### config.mk
export PLATFORM = sky130hd
export DESIGN_NAME = bus_scheduler_flat
export DESIGN_NICKNAME = d
export VERILOG_FILES = /design/src/rtl/bus_scheduler_if.sv /design/src/rtl/bus_scheduler.sv /design/src/flat_wrapper.sv
export SDC_FILE = /design/constraint.sdc
export NUM_CORES = 1
export LEC_CHECK = 0
export CORE_MARGIN = 4
export CORE_UTILIZATION = 65
export CTS_CLUSTER_DIAMETER = 80
export DETAILED_ROUTE_END_ITERATION = 12
export DONT_BUFFER_PORTS = 1
export PLACE_DENSITY = 0.81
export SLEW_MARGIN = 40
export SYNTH_ARGS = -nofsm -noshare
export SYNTH_HDL_FRONTEND = slang
export SYNTH_SLANG_ARGS = --single-unit
### constraint.sdc
create_clock -name clock -period 6.56 [get_ports clock]
set_input_delay 1.312 -clock clock [delete_from_list [all_inputs] [get_ports clock]]
set_output_delay 1.312 -clock clock [all_outputs]
set_load 0.02 [all_outputs]
### src/rtl/bus_scheduler_if.sv
// Shared-memory bus bundle between the slot scheduler and its clients:
// CPU throttle controls, video and DMA request channels, CPU access lines
// and the single-port synchronous RAM port.
interface bus_scheduler_if #(
    parameter int ADDR_W = 16,
    parameter int DATA_W = 8
);
    // CPU throttle controls
    logic              active;
    logic [7:0]        freq;
    logic [7:0]        fref;

    // Video fetch channel
    logic              vid_req;
    logic [ADDR_W-1:0] vid_addr;
    logic              vid_gnt;
    logic              vid_valid;

    // DMA channel
    logic              dma_req;
    logic              dma_we;
    logic [ADDR_W-1:0] dma_addr;
    logic [DATA_W-1:0] dma_dout;
    logic              dma_gnt;
    logic              dma_valid;

    // CPU access lines and run enable
    logic              cpu_we;
    logic [ADDR_W-1:0] cpu_addr;
    logic [DATA_W-1:0] cpu_dout;
    logic              hold;

    // RAM port
    logic [ADDR_W-1:0] mem_addr;
    logic              mem_we;
    logic [DATA_W-1:0] mem_dout;
    logic [DATA_W-1:0] mem_din;

    // Scheduler side
    modport slave (
        input  active, freq, fref,
        input  vid_req, vid_addr,
        output vid_gnt, vid_valid,
        input  dma_req, dma_we, dma_addr, dma_dout,
        output dma_gnt, dma_valid,
        input  cpu_we, cpu_addr, cpu_dout,
        output hold,
        output mem_addr, mem_we, mem_dout,
        input  mem_din
    );

    // Client / memory side
    modport master (
        output active, freq, fref,
        output vid_req, vid_addr,
        input  vid_gnt, vid_valid,
        output dma_req, dma_we, dma_addr, dma_dout,
        input  dma_gnt, dma_valid,
        output cpu_we, cpu_addr, cpu_dout,
        input  hold,
        input  mem_addr, mem_we, mem_dout,
        output mem_din
    );
endinterface

### src/rtl/bus_scheduler.sv
// Time-slot scheduler for the shared memory bus. Each clock one owner
// (video, DMA, CPU or nobody) is chosen for the next slot. The CPU only
// becomes eligible when a fractional credit accumulator (freq/fref) has
// produced a credit, so its effective rate tracks the requested frequency.
// Video bursts are capped at VID_MAX consecutive slots when others wait.
module bus_scheduler #(
    parameter int ADDR_W  = 16,
    parameter int DATA_W  = 8,
    parameter int VID_MAX = 8
) (
    input  logic             clock,
    input  logic             reset_n,
    bus_scheduler_if.slave   bus
);

    typedef enum logic [1:0] {
        OWN_NONE = 2'd0,
        OWN_VID  = 2'd1,
        OWN_DMA  = 2'd2,
        OWN_CPU  = 2'd3
    } own_e;

    localparam logic [3:0] VID_RUN_MAX = 4'(VID_MAX);

    // Slot owner state
    own_e              own_q;
    own_e              own_d;

    // Throttle state
    logic [8:0]        acc_q;
    logic [8:0]        acc_d;
    logic              cpu_pend_q;
    logic              cpu_pend_d;

    // Video run-length guard
    logic [3:0]        vid_run_q;
    logic [3:0]        vid_run_d;

    // Registered outputs
    logic              vid_gnt_q;
    logic              vid_gnt_d;
    logic              dma_gnt_q;
    logic              dma_gnt_d;
    logic              hold_q;
    logic              hold_d;
    logic              vid_valid_q;
    logic              vid_valid_d;
    logic              dma_valid_q;
    logic              dma_valid_d;

    // Combinational helpers
    logic [8:0]        sum_s;
    logic              tick_s;
    logic              cpu_elig_s;
    logic              vid_cap_s;
    logic [ADDR_W-1:0] mem_addr_s;
    logic              mem_we_s;
    logic [DATA_W-1:0] mem_dout_s;

    // Fractional credit accumulator: produces one CPU credit per fref/freq clocks.
    always_comb begin
        sum_s  = acc_q + {1'b0, bus.freq};
        tick_s = 1'b0;
        acc_d  = acc_q;
        if (!bus.active) begin
            acc_d = 9'd0;
        end else if (bus.freq == 8'd0) begin
            // zero rate never earns a credit
            acc_d = 9'd0;
        end else if ((bus.fref == 8'd0) || (bus.freq >= bus.fref)) begin
            // at or above the reference rate: a credit every clock, nothing carried
            tick_s = 1'b1;
            acc_d  = 9'd0;
        end else if (sum_s >= {1'b0, bus.fref}) begin
            tick_s = 1'b1;
            acc_d  = sum_s - {1'b0, bus.fref};
        end else begin
            acc_d = sum_s;
        end
    end

    // Next-slot owner: video > DMA > CPU > none, with the video burst cap.
    always_comb begin
        cpu_elig_s = bus.active && (cpu_pend_q || tick_s);
        vid_cap_s  = (vid_run_q >= VID_RUN_MAX) && (bus.dma_req || cpu_elig_s);
        own_d      = OWN_NONE;
        if (bus.vid_req && !vid_cap_s) begin
            own_d = OWN_VID;
        end else if (bus.dma_req) begin
            own_d = OWN_DMA;
        end else if (cpu_elig_s) begin
            own_d = OWN_CPU;
        end else begin
            own_d = OWN_NONE;
        end
    end

    // Pending CPU credit and consecutive-video counter for the next slot.
    always_comb begin
        cpu_pend_d = cpu_pend_q;
        vid_run_d  = vid_run_q;
        if (!bus.active) begin
            cpu_pend_d = 1'b0;
        end else if (own_d == OWN_CPU) begin
            // the grant consumes the credit, including one earned this clock
            cpu_pend_d = 1'b0;
        end else if (tick_s) begin
            // a single pending credit; extra credits are dropped
            cpu_pend_d = 1'b1;
        end else begin
            cpu_pend_d = cpu_pend_q;
        end

        if (own_d == OWN_VID) begin
            if (vid_run_q == 4'hF) begin
                vid_run_d = vid_run_q;
            end else begin
                vid_run_d = vid_run_q + 4'd1;
            end
        end else begin
            vid_run_d = 4'd0;
        end
    end

    // Output decode: grants from the next owner, valids from the current slot.
    always_comb begin
        vid_gnt_d   = 1'b0;
        dma_gnt_d   = 1'b0;
        hold_d      = 1'b0;
        case (own_d)
            OWN_VID:  vid_gnt_d = 1'b1;
            OWN_DMA:  dma_gnt_d = 1'b1;
            OWN_CPU:  hold_d    = 1'b1;
            OWN_NONE: hold_d    = 1'b0;
            default:  hold_d    = 1'b0;
        endcase
        vid_valid_d = (own_q == OWN_VID);
        dma_valid_d = (own_q == OWN_DMA) && !bus.dma_we;
    end

    // Slot owner register; the CPU owns the bus while in reset.
    always_ff @(posedge clock or negedge reset_n) begin
        if (!reset_n) begin
            own_q <= OWN_CPU;
        end else begin
            own_q <= own_d;
        end
    end

    // Throttle, guard counter and registered output flops.
    always_ff @(posedge clock or negedge reset_n) begin
        if (!reset_n) begin
            acc_q       <= 9'd0;
            cpu_pend_q  <= 1'b0;
            vid_run_q   <= 4'd0;
            vid_gnt_q   <= 1'b0;
            dma_gnt_q   <= 1'b0;
            hold_q      <= 1'b1;
            vid_valid_q <= 1'b0;
            dma_valid_q <= 1'b0;
        end else begin
            acc_q       <= acc_d;
            cpu_pend_q  <= cpu_pend_d;
            vid_run_q   <= vid_run_d;
            vid_gnt_q   <= vid_gnt_d;
            dma_gnt_q   <= dma_gnt_d;
            hold_q      <= hold_d;
            vid_valid_q <= vid_valid_d;
            dma_valid_q <= dma_valid_d;
        end
    end

    // RAM port mux from the current slot owner; an idle slot is a quiet read of 0.
    always_comb begin
        mem_addr_s = '0;
        mem_we_s   = 1'b0;
        mem_dout_s = '0;
        case (own_q)
            OWN_VID: begin
                mem_addr_s = bus.vid_addr;
            end
            OWN_DMA: begin
                mem_addr_s = bus.dma_addr;
                mem_we_s   = bus.dma_we;
                mem_dout_s = bus.dma_dout;
            end
            OWN_CPU: begin
                mem_addr_s = bus.cpu_addr;
                mem_we_s   = bus.cpu_we;
                mem_dout_s = bus.cpu_dout;
            end
            OWN_NONE: begin
                mem_addr_s = '0;
            end
            default: begin
                mem_addr_s = '0;
            end
        endcase
    end

    assign bus.vid_gnt   = vid_gnt_q;
    assign bus.dma_gnt   = dma_gnt_q;
    assign bus.hold      = hold_q;
    assign bus.vid_valid = vid_valid_q;
    assign bus.dma_valid = dma_valid_q;
    assign bus.mem_addr  = mem_addr_s;
    assign bus.mem_we    = mem_we_s;
    assign bus.mem_dout  = mem_dout_s;

endmodule

### src/flat_wrapper.sv
// flat-port wrapper written by rule: the top's interface ports become plain ports
module bus_scheduler_flat 
#(
    parameter int ADDR_W  = 16,
    parameter int DATA_W  = 8,
    parameter int VID_MAX = 8
)
  (clock, reset_n, bus_active, bus_freq, bus_fref, bus_vid_req, bus_vid_addr, bus_vid_gnt, bus_vid_valid, bus_dma_req, bus_dma_we, bus_dma_addr, bus_dma_dout, bus_dma_gnt, bus_dma_valid, bus_cpu_we, bus_cpu_addr, bus_cpu_dout, bus_hold, bus_mem_addr, bus_mem_we, bus_mem_dout, bus_mem_din);
  bus_scheduler_if #(.ADDR_W(ADDR_W), .DATA_W(DATA_W)) bus_i ();
  input  logic clock;
  input  logic reset_n;
  input wire logic [$bits(bus_i.active)-1:0] bus_active;
  input wire logic [$bits(bus_i.freq)-1:0] bus_freq;
  input wire logic [$bits(bus_i.fref)-1:0] bus_fref;
  input wire logic [$bits(bus_i.vid_req)-1:0] bus_vid_req;
  input wire logic [$bits(bus_i.vid_addr)-1:0] bus_vid_addr;
  output wire logic [$bits(bus_i.vid_gnt)-1:0] bus_vid_gnt;
  output wire logic [$bits(bus_i.vid_valid)-1:0] bus_vid_valid;
  input wire logic [$bits(bus_i.dma_req)-1:0] bus_dma_req;
  input wire logic [$bits(bus_i.dma_we)-1:0] bus_dma_we;
  input wire logic [$bits(bus_i.dma_addr)-1:0] bus_dma_addr;
  input wire logic [$bits(bus_i.dma_dout)-1:0] bus_dma_dout;
  output wire logic [$bits(bus_i.dma_gnt)-1:0] bus_dma_gnt;
  output wire logic [$bits(bus_i.dma_valid)-1:0] bus_dma_valid;
  input wire logic [$bits(bus_i.cpu_we)-1:0] bus_cpu_we;
  input wire logic [$bits(bus_i.cpu_addr)-1:0] bus_cpu_addr;
  input wire logic [$bits(bus_i.cpu_dout)-1:0] bus_cpu_dout;
  output wire logic [$bits(bus_i.hold)-1:0] bus_hold;
  output wire logic [$bits(bus_i.mem_addr)-1:0] bus_mem_addr;
  output wire logic [$bits(bus_i.mem_we)-1:0] bus_mem_we;
  output wire logic [$bits(bus_i.mem_dout)-1:0] bus_mem_dout;
  input wire logic [$bits(bus_i.mem_din)-1:0] bus_mem_din;
  assign bus_i.active = bus_active;
  assign bus_i.freq = bus_freq;
  assign bus_i.fref = bus_fref;
  assign bus_i.vid_req = bus_vid_req;
  assign bus_i.vid_addr = bus_vid_addr;
  assign bus_vid_gnt = bus_i.vid_gnt;
  assign bus_vid_valid = bus_i.vid_valid;
  assign bus_i.dma_req = bus_dma_req;
  assign bus_i.dma_we = bus_dma_we;
  assign bus_i.dma_addr = bus_dma_addr;
  assign bus_i.dma_dout = bus_dma_dout;
  assign bus_dma_gnt = bus_i.dma_gnt;
  assign bus_dma_valid = bus_i.dma_valid;
  assign bus_i.cpu_we = bus_cpu_we;
  assign bus_i.cpu_addr = bus_cpu_addr;
  assign bus_i.cpu_dout = bus_cpu_dout;
  assign bus_hold = bus_i.hold;
  assign bus_mem_addr = bus_i.mem_addr;
  assign bus_mem_we = bus_i.mem_we;
  assign bus_mem_dout = bus_i.mem_dout;
  assign bus_i.mem_din = bus_mem_din;
  bus_scheduler #(.ADDR_W(ADDR_W), .DATA_W(DATA_W), .VID_MAX(VID_MAX)) u_core (.clock(clock), .reset_n(reset_n), .bus(bus_i));
endmodule
* Word level (Yosys, flattened, before mapping)
Index checks and enable logic that the tools add are counted.
W data, S select, Z words.
** Storage, ports and cells
- Bits in read-only memories :: 0
- Output and inout bits :: 30
- Register bits after elaboration :: 21
- Input port bits :: 95
- Word-level logic and storage cells :: 58
- Memory bits (writable) :: 0
- Memories kept :: 0
- Bits in latches :: 0
** Operators by class
- Eq/ne operators :: 9
- Order comparisons :: 3
- Multiply operators :: 0
- Reduce and logical (&&, ||, !) cells :: 12
- Bitwise operators :: 0
- Div/mod/pow operators :: 0
- Shifts and indexed selects :: 0
- Mux-type cells :: 22
- $add $sub $neg :: 3
** Operators by type and width (count)
- $pmux W16 S4 :: 1
- $mux W9 :: 4
- $logic_not A8 Y1 :: 2
- $pmux W8 S2 :: 1
- $mux W1 :: 10
- $add A9 B8 Y9 :: 1
- $ge A9 B8 Y1 :: 1
- $sub A9 B8 Y9 :: 1
- $eq A2 B2 Y1 const B :: 4
- $ge A8 B8 Y1 :: 1
- $mux W4 :: 2
- $mux W2 :: 3
- $add A4 B1 Y4 const B :: 1
- $eq A2 B1 Y1 const B :: 2
- $eq A4 B4 Y1 const B :: 1
- $ge A4 B4 Y1 const B :: 1
- $logic_and A1 B1 Y1 :: 4
- $logic_or A1 B1 Y1 :: 3
- $ne A3 B1 Y1 const B :: 1
- $logic_not A1 Y1 :: 2
- $logic_not A2 Y1 :: 1
- $ne A2 B2 Y1 const B :: 1
- $pmux W1 S2 :: 1

* Longest topological paths before layout
Gate-level depths: netlist of run 1.
- Word-level depth :: 16
- Gate-level depth with buffers :: 15
- Mapped depth without buffers :: 14

* Worst setup path before layout of run 1
Ideal clock, no wire load.
- Path type :: input to register
- Start point :: input port bus_freq[0]
- End point :: register u_core.vid_run_q[2]
- Cell stages on the path :: 13
- Slack :: 2.320 ns
- Required time :: 6.480 ns
- Buffers on the path :: 0
- Arrival time :: 4.159 ns
- Setup time :: 0.080 ns
- Path through :: ha_1 -> inv_1 -> fa_1 -> nand2b_1 -> a21oi_1 -> nor2_1 -> xnor2_1 -> ha_1 -> a2111o_1 -> o21ai_1 -> o211ai_2 -> o31a_1 -> nor3_2
** On the way
- Word-level cells in the longest chain between the ends :: 15
- Elaborated cells between the ends (all ways) :: 21
- Classes of those cells :: add/sub: 1; order compare: 2; eq/ne: 2; mux: 8; reduce/logical: 8
** Ends and longest elaborated chain
- start: declaration :: line flat_wrapper.sv:13 : input wire logic [$bits(bus_i.freq)-1:0] bus_freq;
- $add A9 B8 Y9 :: line bus_scheduler.sv:62 : sum_s = acc_q + {1'b0, bus.freq};
- $ge A9 B8 Y1 :: line bus_scheduler.sv:74 : end else if (sum_s >= {1'b0, bus.fref}) begin
- $mux W1 :: line bus_scheduler.sv:74
- $mux W1 :: line bus_scheduler.sv:70 : end else if ((bus.fref == 8'd0) || (bus.freq >= bus.fref)) begin
- $mux W1 (*) :: line bus_scheduler.sv:67 : end else if (bus.freq == 8'd0) begin
- $mux W1 (*) :: line bus_scheduler.sv:65 : if (!bus.active) begin
- $logic_or A1 B1 Y1 (*) :: line bus_scheduler.sv:84 : cpu_elig_s = bus.active && (cpu_pend_q || tick_s);
- $logic_and A1 B1 Y1 (*) :: line bus_scheduler.sv:84
- $logic_or A1 B1 Y1 :: line bus_scheduler.sv:85 : vid_cap_s = (vid_run_q >= VID_RUN_MAX) && (bus.dma_req || cpu_elig_s);
- $logic_and A1 B1 Y1 :: line bus_scheduler.sv:85
- $logic_not A1 Y1 :: line bus_scheduler.sv:87 : if (bus.vid_req && !vid_cap_s) begin
- $logic_and A1 B1 Y1 :: line bus_scheduler.sv:87
- $mux W2 (*) :: line bus_scheduler.sv:87
- $eq A2 B1 Y1 (*) :: line bus_scheduler.sv:114 : if (own_d == OWN_VID) begin
- $ne A2 B2 Y1 (no source line) or $mux W4 (tied branches)
- end signal: assignment :: line bus_scheduler.sv:164 : vid_run_q <= vid_run_d;
- end: declaration :: line bus_scheduler.sv:36 : logic [3:0] vid_run_q;
Mark *: on every way between the ends. The rest lies on a longest branch, timed or not.
A chain may end at the register's enable or synchronous reset.

* Worst setup path in the final report of run 1
- Start point :: input port bus_freq[0]
- End point :: register u_core.vid_run_q[3]
The elaborated chain is that of the path after synthesis.

==> results of run 1 <==
[how the worst min path moves through the flow]
| stage | startpoint | end | cells past startpoint |
|---|---|---|---|
| after global placement | u_core.vid_run_q[3] | u_core.vid_run_q[3] | 2 |
| after floorplan | u_core.cpu_pend_q | u_core.bus.hold | 2 |
| after detailed placement | u_core.cpu_pend_q | u_core.bus.hold | 2 |
| after global routing | reset_n | u_core.acc_q[0] | 0 |
| final | u_core.cpu_pend_q | u_core.bus.hold | 2 |
| after CTS | u_core.cpu_pend_q | u_core.bus.hold | 2 |
[tightest hold or removal path: stages, from the launching register on]
cell	delay, ps
dfrtp_1	410
nand2_1	110
a21boi_0	90
[power by group through the flow]
stage | sequential [mW] | clock, mW | combinational [mW]
finish | 0.222 | 0.0647 | 0.611
global route | 0.228 | 0.0712 | 0.673
CTS | 0.221 | 0.0660 | 0.606
detailed placement | 0.224 | 0 | 0.604
global placement | 0.221 | 0 | 0.582
floorplan | 0.192 | 0 | 0.542
[Yosys cell counts (all sizes together), types with 2 or more instances]
cell type / number / area, um^2
ha: 26 / 325
nor2: 23 / 86.3
inv: 20 / 75.1
a21oi: 19 / 95.1
dfrtp: 18 / 450
nor2b: 18 / 113
a22o: 16 / 140
mux2: 16 / 180
mux2i: 13 / 130
o21ai: 10 / 50.0
clkbuf: 8 / 30.0
xnor2: 8 / 70.1
nand2b: 5 / 31.3
nand3: 5 / 25.0
nor3: 5 / 35.0
nor4: 4 / 25.0
o211ai: 4 / 35.0
o21a: 4 / 30.0
dfstp: 3 / 78.8
nand2: 3 / 11.3
nand4: 3 / 18.8
nor3b: 3 / 22.5
o221a: 3 / 33.8
o31a: 3 / 26.3
a211oi: 2 / 15.0
a21boi: 2 / 15.0
a21o: 2 / 15.0
buf: 2 / 11.3
fa: 2 / 40.0
xor2: 2 / 17.5
[sequential cells by signal, summed over array words and instances, names as in the netlist]
signal and cells:
u_core.acc_q 9, u_core.bus.vid_valid 1, u_core.cpu_pend_q 1, u_core.vid_run_q 4, u_core.bus.dma_gnt 1, u_core.own_q 2, u_core.bus.vid_gnt 1, u_core.bus.hold 1
u_core.bus.dma_valid 1
[cell families (layout without fill, tap and decap cells)]
| kind of cell | after synthesis | count (layout) | share of synthesized area (%) |
|---|---|---|---|
| simple gates | 75 | 75 | 17.6 |
| flops | 21 | 21 | 22.5 |
| compound gates | 72 | 72 | 22.7 |
| buf+inv | 30 | 24 | 4.94 |
| xor+xnor | 10 | 10 | 3.72 |
| mux | 29 | 29 | 13.2 |
| fa+ha+maj | 28 | 28 | 15.5 |
[cell type report]
cell class	instances	area (um^2)	area share, %
inverters	20	75.1	3.13
well taps	46	57.6	2.40
flip-flops and latches	21	529	22.0
multi-input cells	214	1710	71.4
clock buffers	4	26.3	1.09
[through the flow]
step / setup slack, ps / hold slack, ps / area [um^2] / instances
6_report: 1940 / 597 / 2400 / 305
5_1_grt: 1730 / 649 / 2400 / 305
4_1_cts: 1980 / 598 / 2400 / 305
2_1_floorplan: 2320 / 543 / 2360 / 265
3_5_place_dp: 1650 / 579 / 2380 / 301
3_3_place_gp: 1720 / 579 / 2370 / 301
[placed cells by master, fill, tap and decap left out, drive strengths merged, types with 2 or more instances in the layout]
cell	synthesis	routed
o21ai	10	10
o21a	4	4
inv	20	20
nor4	4	4
nor2	23	23
nand2	3	3
mux2i	13	13
nand2b	5	5
ha	26	26
nor2b	18	18
nand3	5	5
clkbuf	8	4
nand4	3	3
xnor2	8	8
a21boi	2	2
dfstp	3	3
nor3	5	5
dfrtp	18	18
a22o	16	16
xor2	2	2
mux2	16	16
o211ai	4	4
nor3b	3	3
o221a	3	3
a21o	2	2
fa	2	2
o31a	3	3
a211oi	2	2
a21oi	19	19
[per-layer routing]
metal / GRT usage [%] / share of wire [%] / up-vias / wire length [um]
met2: 39.2 / 50 / 79 / 2990
met4: 6.70 / 1.3 / 0 / 79
li1: - / - / 958 / -
met5: 0 / 0 / - / 0
met3: 6.57 / 8.2 / 9 / 488
met1: 31.3 / 40 / 924 / 2390
==> metrics.md, run 1 <==
| Metric | Value |
|---|---|
| Initial antenna violation count | `0` |
| Max_slew headroom | `56.8%` |
| Routed vias | `roughly 2,000` |
| Worst R2R Path Depth | `13` |
| Worst Setup SP | `bus_freq[0]` |
| Synth warn | `0` |
| VDD IR max | `roughly 270 uV` |
| Post-cts resize count | `0` |
| Fin crit period | `approximately 4600 ps` |
| Crit path kind | `in2reg` |
| Endpoints failing setup | `0` |
| EDFF count, synth | `0` |
| Number of global-route vias before repair | `1,808` |
| Clock Skew | `4.22 ps` |
| Num CTS Buffers | `3` |
| Clock share of power | `7.2%` |
| CTS Hold Bufs | `0` |
| Static Leakage | `~1.1 nW` |
| #FFs+latches synth | `21` |
| Nets | `383` |
| P_sw | `0.439 mW` |
| Comb pwr share | `68.1%` |
| Crit path to | `u_core.vid_run_q[3]` |
| RePlAce Congestion | `0.923` |
| CP Capture Type | `flip-flop` |
| Largest net degree at the start of global routing | `28` |
| GRT overflow | `0` |
| Crit-path max FO | `12` |
| Tcrit/Tclk final | `70.4%` |
| Post-DP HPWL | `4.96 mm` |
| Antenna cells | `0` |
| Num ports | `~130` |
| CTS tree | `yes` |
| Pwr per Cell Area | `between 300 and 400 nW/um^2` |
| WL/cell | `between 15 and 20 um` |
| TritonCTS Sinks | `21` |
| Top FF cell, synth | `dfrtp_1` |
| Crit path arrival time | `4870 ps` |
| Cell variety after synth | `between 40 and 50` |
| Buf/Inv on CP | `1` |
| Post-CTS setup buffer count | `0` |
| Internal power | `0.458 mW` |
| CP required | `6810 ps` |
| # DRC | `0` |
| R2R Path Start | `u_core.acc_q[0]` |
| Die W | `68.2 um` |
| Asr flop ratio synth | `100%` |
| Initial drt markers | `95` |
| Root buf cell | `clkbuf_4` |
| Drt pass-1 iters | `4` |
| # H-tree levels | `1` |
| Input/output buffers | `0` |
| Util after Layout | `70.3%` |
| Fin Setup TNS | `0 ps` |
| Sequential fraction of the synthesis area | `22.5%` |
| Max Fclk | `0.216 GHz` |
| Syn nets | `388` |
| Starting Density | `69.0%` |
| Core Box Area | `3420 um^2` |
| Cell Chain, Critical Path | `ha_1, inv_1, fa_1, nand2b_1, a21oi_1, nor2_1, xnor2_1, ha_1, a2111o_1, o21ai_1, o211ai_2, o31a_1, nor3_2` |
| Cells after Synth | `265` |
| Outcome | `completed` |
| Global-route wire length before repair | `8.46 mm` |
| RSZ-0062 raised after global routing | `false` |
| Total power | `0.897 mW` |
| Worst-Skew Late Latency | `320 ps` |
| Critical path's top delay family | `compound AO/OA/AOI/OAI gates` |
| Slowest-stage cell, CP | `o31a_1` |
| Critical Path Source Type | `input pin` |
| WP depth | `13` |
| Fin. Hold Viols | `0` |
| Post-synthesis cell area | `2360 um^2` |
| Vias/cell | `6.46` |
| Fillers | `roughly 290` |
| Reg2Reg Setup Slack | `about 2600 ps` |
| Avg Inst Size Synth | `8.90 um^2` |
| Critical path's largest stage delay | `approximately 470 ps` |
| P&R area growth vs syn | `1.91%` |
| Maxcap violations | `0` |
| Sw Share | `roughly 50%` |
| Worst-Margin Slew | `646 ps` |
| Final slew viol count | `0` |
| Post-route ant nets | `0` |
| Flop pwr share | `24.7%` |
| Clk pin slew, worst setup/hold paths | `110 ps` |
| Die Area | `4650 um^2` |
| Num rows | `21` |
| Most used cell, CP | `ha_1` |
| R2R Path End | `u_core.vid_run_q[3]` |
| Share of layout cells above drive strength 1 | `roughly 12%` |
| GRT Util Overall | `24.1%` |
| Maximum buffer depth of the clock tree | `2` |
| HP Class | `reg2reg` |
| Die Ht | `between 60 and 70 um` |
| Final wirelength | `5.95 mm` |
No activity file was read; power rests on OpenSTA's default activity.
==> inputs of run 2 (changes only) <==
- clock period: 6.56 -> 4.55 ns (I/O delays scaled with it)
==> run 2 against run 1 <==
Sequential power is 43% higher; sequential share of layout area fell by 0.15 points; combinational power up 45%; largest cell class unchanged; final cell count grew 0.66%; largest power group unchanged.
==> metrics.md, run 2 (synthesized netlist as in run 1, its figures left out) <==
| Metric | Value |
|---|---|
| Slowest-stage cell, CP | `fa_1 (was o31a_1)` |
| GRT overflow | `0 (unchanged)` |
| Final slew viol count | `0 (unchanged)` |
| Critical path's top delay family | `compound AO/OA/AOI/OAI gates (unchanged)` |
| Pwr per Cell Area | `534 nW/um^2 (was 374 nW/um^2)` |
| Post-DP HPWL | `4.69 mm (was 4.96 mm)` |
| Crit-path max FO | `8 (was 12)` |
| Util after Layout | `70.8% (was 70.3%)` |
| Die Area | `4650 um^2 (unchanged)` |
| Outcome | `completed (unchanged)` |
| VDD IR max | `361 uV (was 266 uV)` |
| Most common library cell in the layout ignoring fill and taps | `ha_1 (unchanged)` |
| Gr busiest metal | `met2 (unchanged)` |
| Input/output buffers | `0 (unchanged)` |
| Nets | `385 (was 383)` |
| Buf/Inv on CP | `1 (unchanged)` |
| Inst Count DP | `303 (was 301)` |
| M2 GR Usage | `35.7% (was 39.2%)` |
| Worst-Margin Slew | `617 ps (was 646 ps)` |
| Most frequent cells in the layout | `26 x ha_1, 23 x nor2_1, 20 x inv_1 (unchanged)` |
| Num CTS Buffers | `3 (unchanged)` |
| Critical Path Source Type | `input pin (unchanged)` |
| Global-route wire length before repair | `7.64 mm (was 8.46 mm)` |
| Critical path's largest stage delay | `390 ps (was 470 ps)` |
| Endpoints failing setup | `0 (unchanged)` |
| P&R area growth vs syn | `2.60% (was 1.91%)` |
| RePlAce Congestion | `0.941 (was 0.923)` |
| Final wirelength | `5.54 mm (was 5.95 mm)` |
| Min Hold Slack | `280 ps (was 597 ps)` |
| CTS Hold Bufs | `0 (unchanged)` |
| Routed vias | `1,954 (was 1,970)` |
| Largest net degree at the start of global routing | `28 (unchanged)` |
| Maximum buffer depth of the clock tree | `2 (unchanged)` |
| HP Class | `in2async (was reg2reg)` |
| Largest registers | `u_core.acc_q: 9 flops, u_core.vid_run_q: 4 flops, u_core.own_q: 2 flops (unchanged)` |
| Starting Density | `69.0% (unchanged)` |
| # DRC | `0 (unchanged)` |
| Num rows | `21 (unchanged)` |
| Cell Chain, Critical Path | `ha_1, inv_1, fa_1, nand2b_1, a21oi_1, nor2_1, xnor2_1, ha_1, a2111o_1, o21ai_1, o211ai_2, o31a_1, nor3_2 (unchanged)` |
| Initial drt markers | `71 (was 95)` |
| Crit path kind | `in2reg (unchanged)` |
| Antenna cells | `0 (unchanged)` |
| Fillers | `269 (was 288)` |
| Total power | `1.29 mW (was 0.897 mW)` |
| CP required | `4780 ps (was 6810 ps)` |
| Core Box Area | `3420 um^2 (unchanged)` |
| # H-tree levels | `1 (unchanged)` |
| Max Fclk | `0.264 GHz` |
| Num ports | `125 (unchanged)` |
| Initial antenna violation count | `0 (unchanged)` |
| Fin. Hold Viols | `0 (unchanged)` |
| TritonCTS Sinks | `21 (unchanged)` |
| Post-cts resize count | `0 (unchanged)` |
| Met3 Use GR | `5.75% (was 6.57%)` |
| Clock Skew | `8.93 ps (was 4.22 ps)` |
| Pre-CTS setup slack | `460 ps (was 1650 ps)` |
| Post-CTS setup buffer count | `0 (unchanged)` |
| Tcrit/Tclk final | `83.3%` |
| Die Ht | `68.2 um (unchanged)` |
| WL/cell | `18.0 um (was 19.5 um)` |
| Number of flip-flops in the largest register | `9 (unchanged)` |
| Final setup margin | `758 ps (was 1940 ps)` |
| Number of global-route vias before repair | `1,664 (was 1,808)` |
| CTS tree | `yes (unchanged)` |
| Crit path arrival time | `4020 ps (was 4870 ps)` |
| Clk pin slew, worst setup/hold paths | `120 ps (was 110 ps)` |
| GRT Util Overall | `21.5% (was 24.1%)` |
| Vias/cell | `6.36 (was 6.46)` |
| CP Capture Type | `flip-flop (unchanged)` |
| Fin area | `2420 um^2 (was 2400 um^2)` |
| Drt pass-1 iters | `4 (unchanged)` |
| Max_slew headroom | `58.7% (was 56.8%)` |
| Final non-filler cell total | `307 (was 305)` |
| Die W | `68.2 um (unchanged)` |
| Post-route ant nets | `0 (unchanged)` |
| Static Leakage | `1.12 nW (was 1.11 nW)` |
| Maxcap violations | `0 (unchanged)` |
| Root buf cell | `clkbuf_4 (unchanged)` |
| Fin Setup TNS | `0 ps (unchanged)` |
| Worst-Skew Late Latency | `300 ps (was 320 ps)` |
| Fin crit period | `approximately 3800 ps` |
| Met1 global-route usage | `28.9% (was 31.3%)` |
| Most used cell, CP | `ha_1 (unchanged)` |
| Share of layout cells above drive strength 1 | `13.4% (was 12.4%)` |
| Largest Register | `u_core.acc_q (unchanged)` |
| RSZ-0062 raised after global routing | `false (unchanged)` |
| Placed Area | `2390 um^2 (was 2380 um^2)` |
run 2: final cells by class:
cell class                 count  area, um^2  share of cell area, %
inverter                      20        75.1                   3.10
clock inverter                 1        5.00                  0.207
tap                           46        57.6                   2.38
multi-input combinational    214        1710                   70.9
timing repair buffer           2        15.0                  0.621
sequential                    21         529                   21.9
clock buffer                   3        22.5                  0.931
run 2: power by group:
group          leakage (nW)  internal, mW  switching, mW
Combinational         0.839         0.395          0.490
Clock                0.0177        0.0327         0.0558
Sequential            0.267         0.241         0.0766
run 2: metal layers:
layer / share of wire [%] / wire length, um
met5: 0 / 0
met4: 0.38 / 21
met3: 8.7 / 484
met2: 49 / 2700
met1: 42 / 2340
run 2: path summary, 6_finish.rpt:
| check | from | endpoint | slack (ps) | cells after the start |
|---|---|---|---|---|
| setup / recovery | bus_freq[0] | u_core.vid_run_q[3] | 760 | 13 |
| hold / removal | reset_n | u_core.acc_q[0] | 280 | 0 |
| setup reg to reg | u_core.acc_q[0] | u_core.vid_run_q[3] | 980 | 13 |
| hold reg to reg | u_core.cpu_pend_q | u_core.bus.hold | 610 | 2 |
| max in group asynchronous | reset_n | u_core.bus.hold | 4090 | 0 |
| min in group clock | u_core.cpu_pend_q | u_core.bus.hold | 610 | 2 |
run 2: worst reg2reg max path, delay by kind of cell, from the launching register on:
kind | cells | cell delay (ps)
AOI/OAI and AO/OA | 5 | 1460
xor gates and xnor gates | 1 | 230
adders and majority gates | 3 | 920
buffers and inverters | 1 | 60
DFF | 1 | 360
and+or+nand+nor | 3 | 460
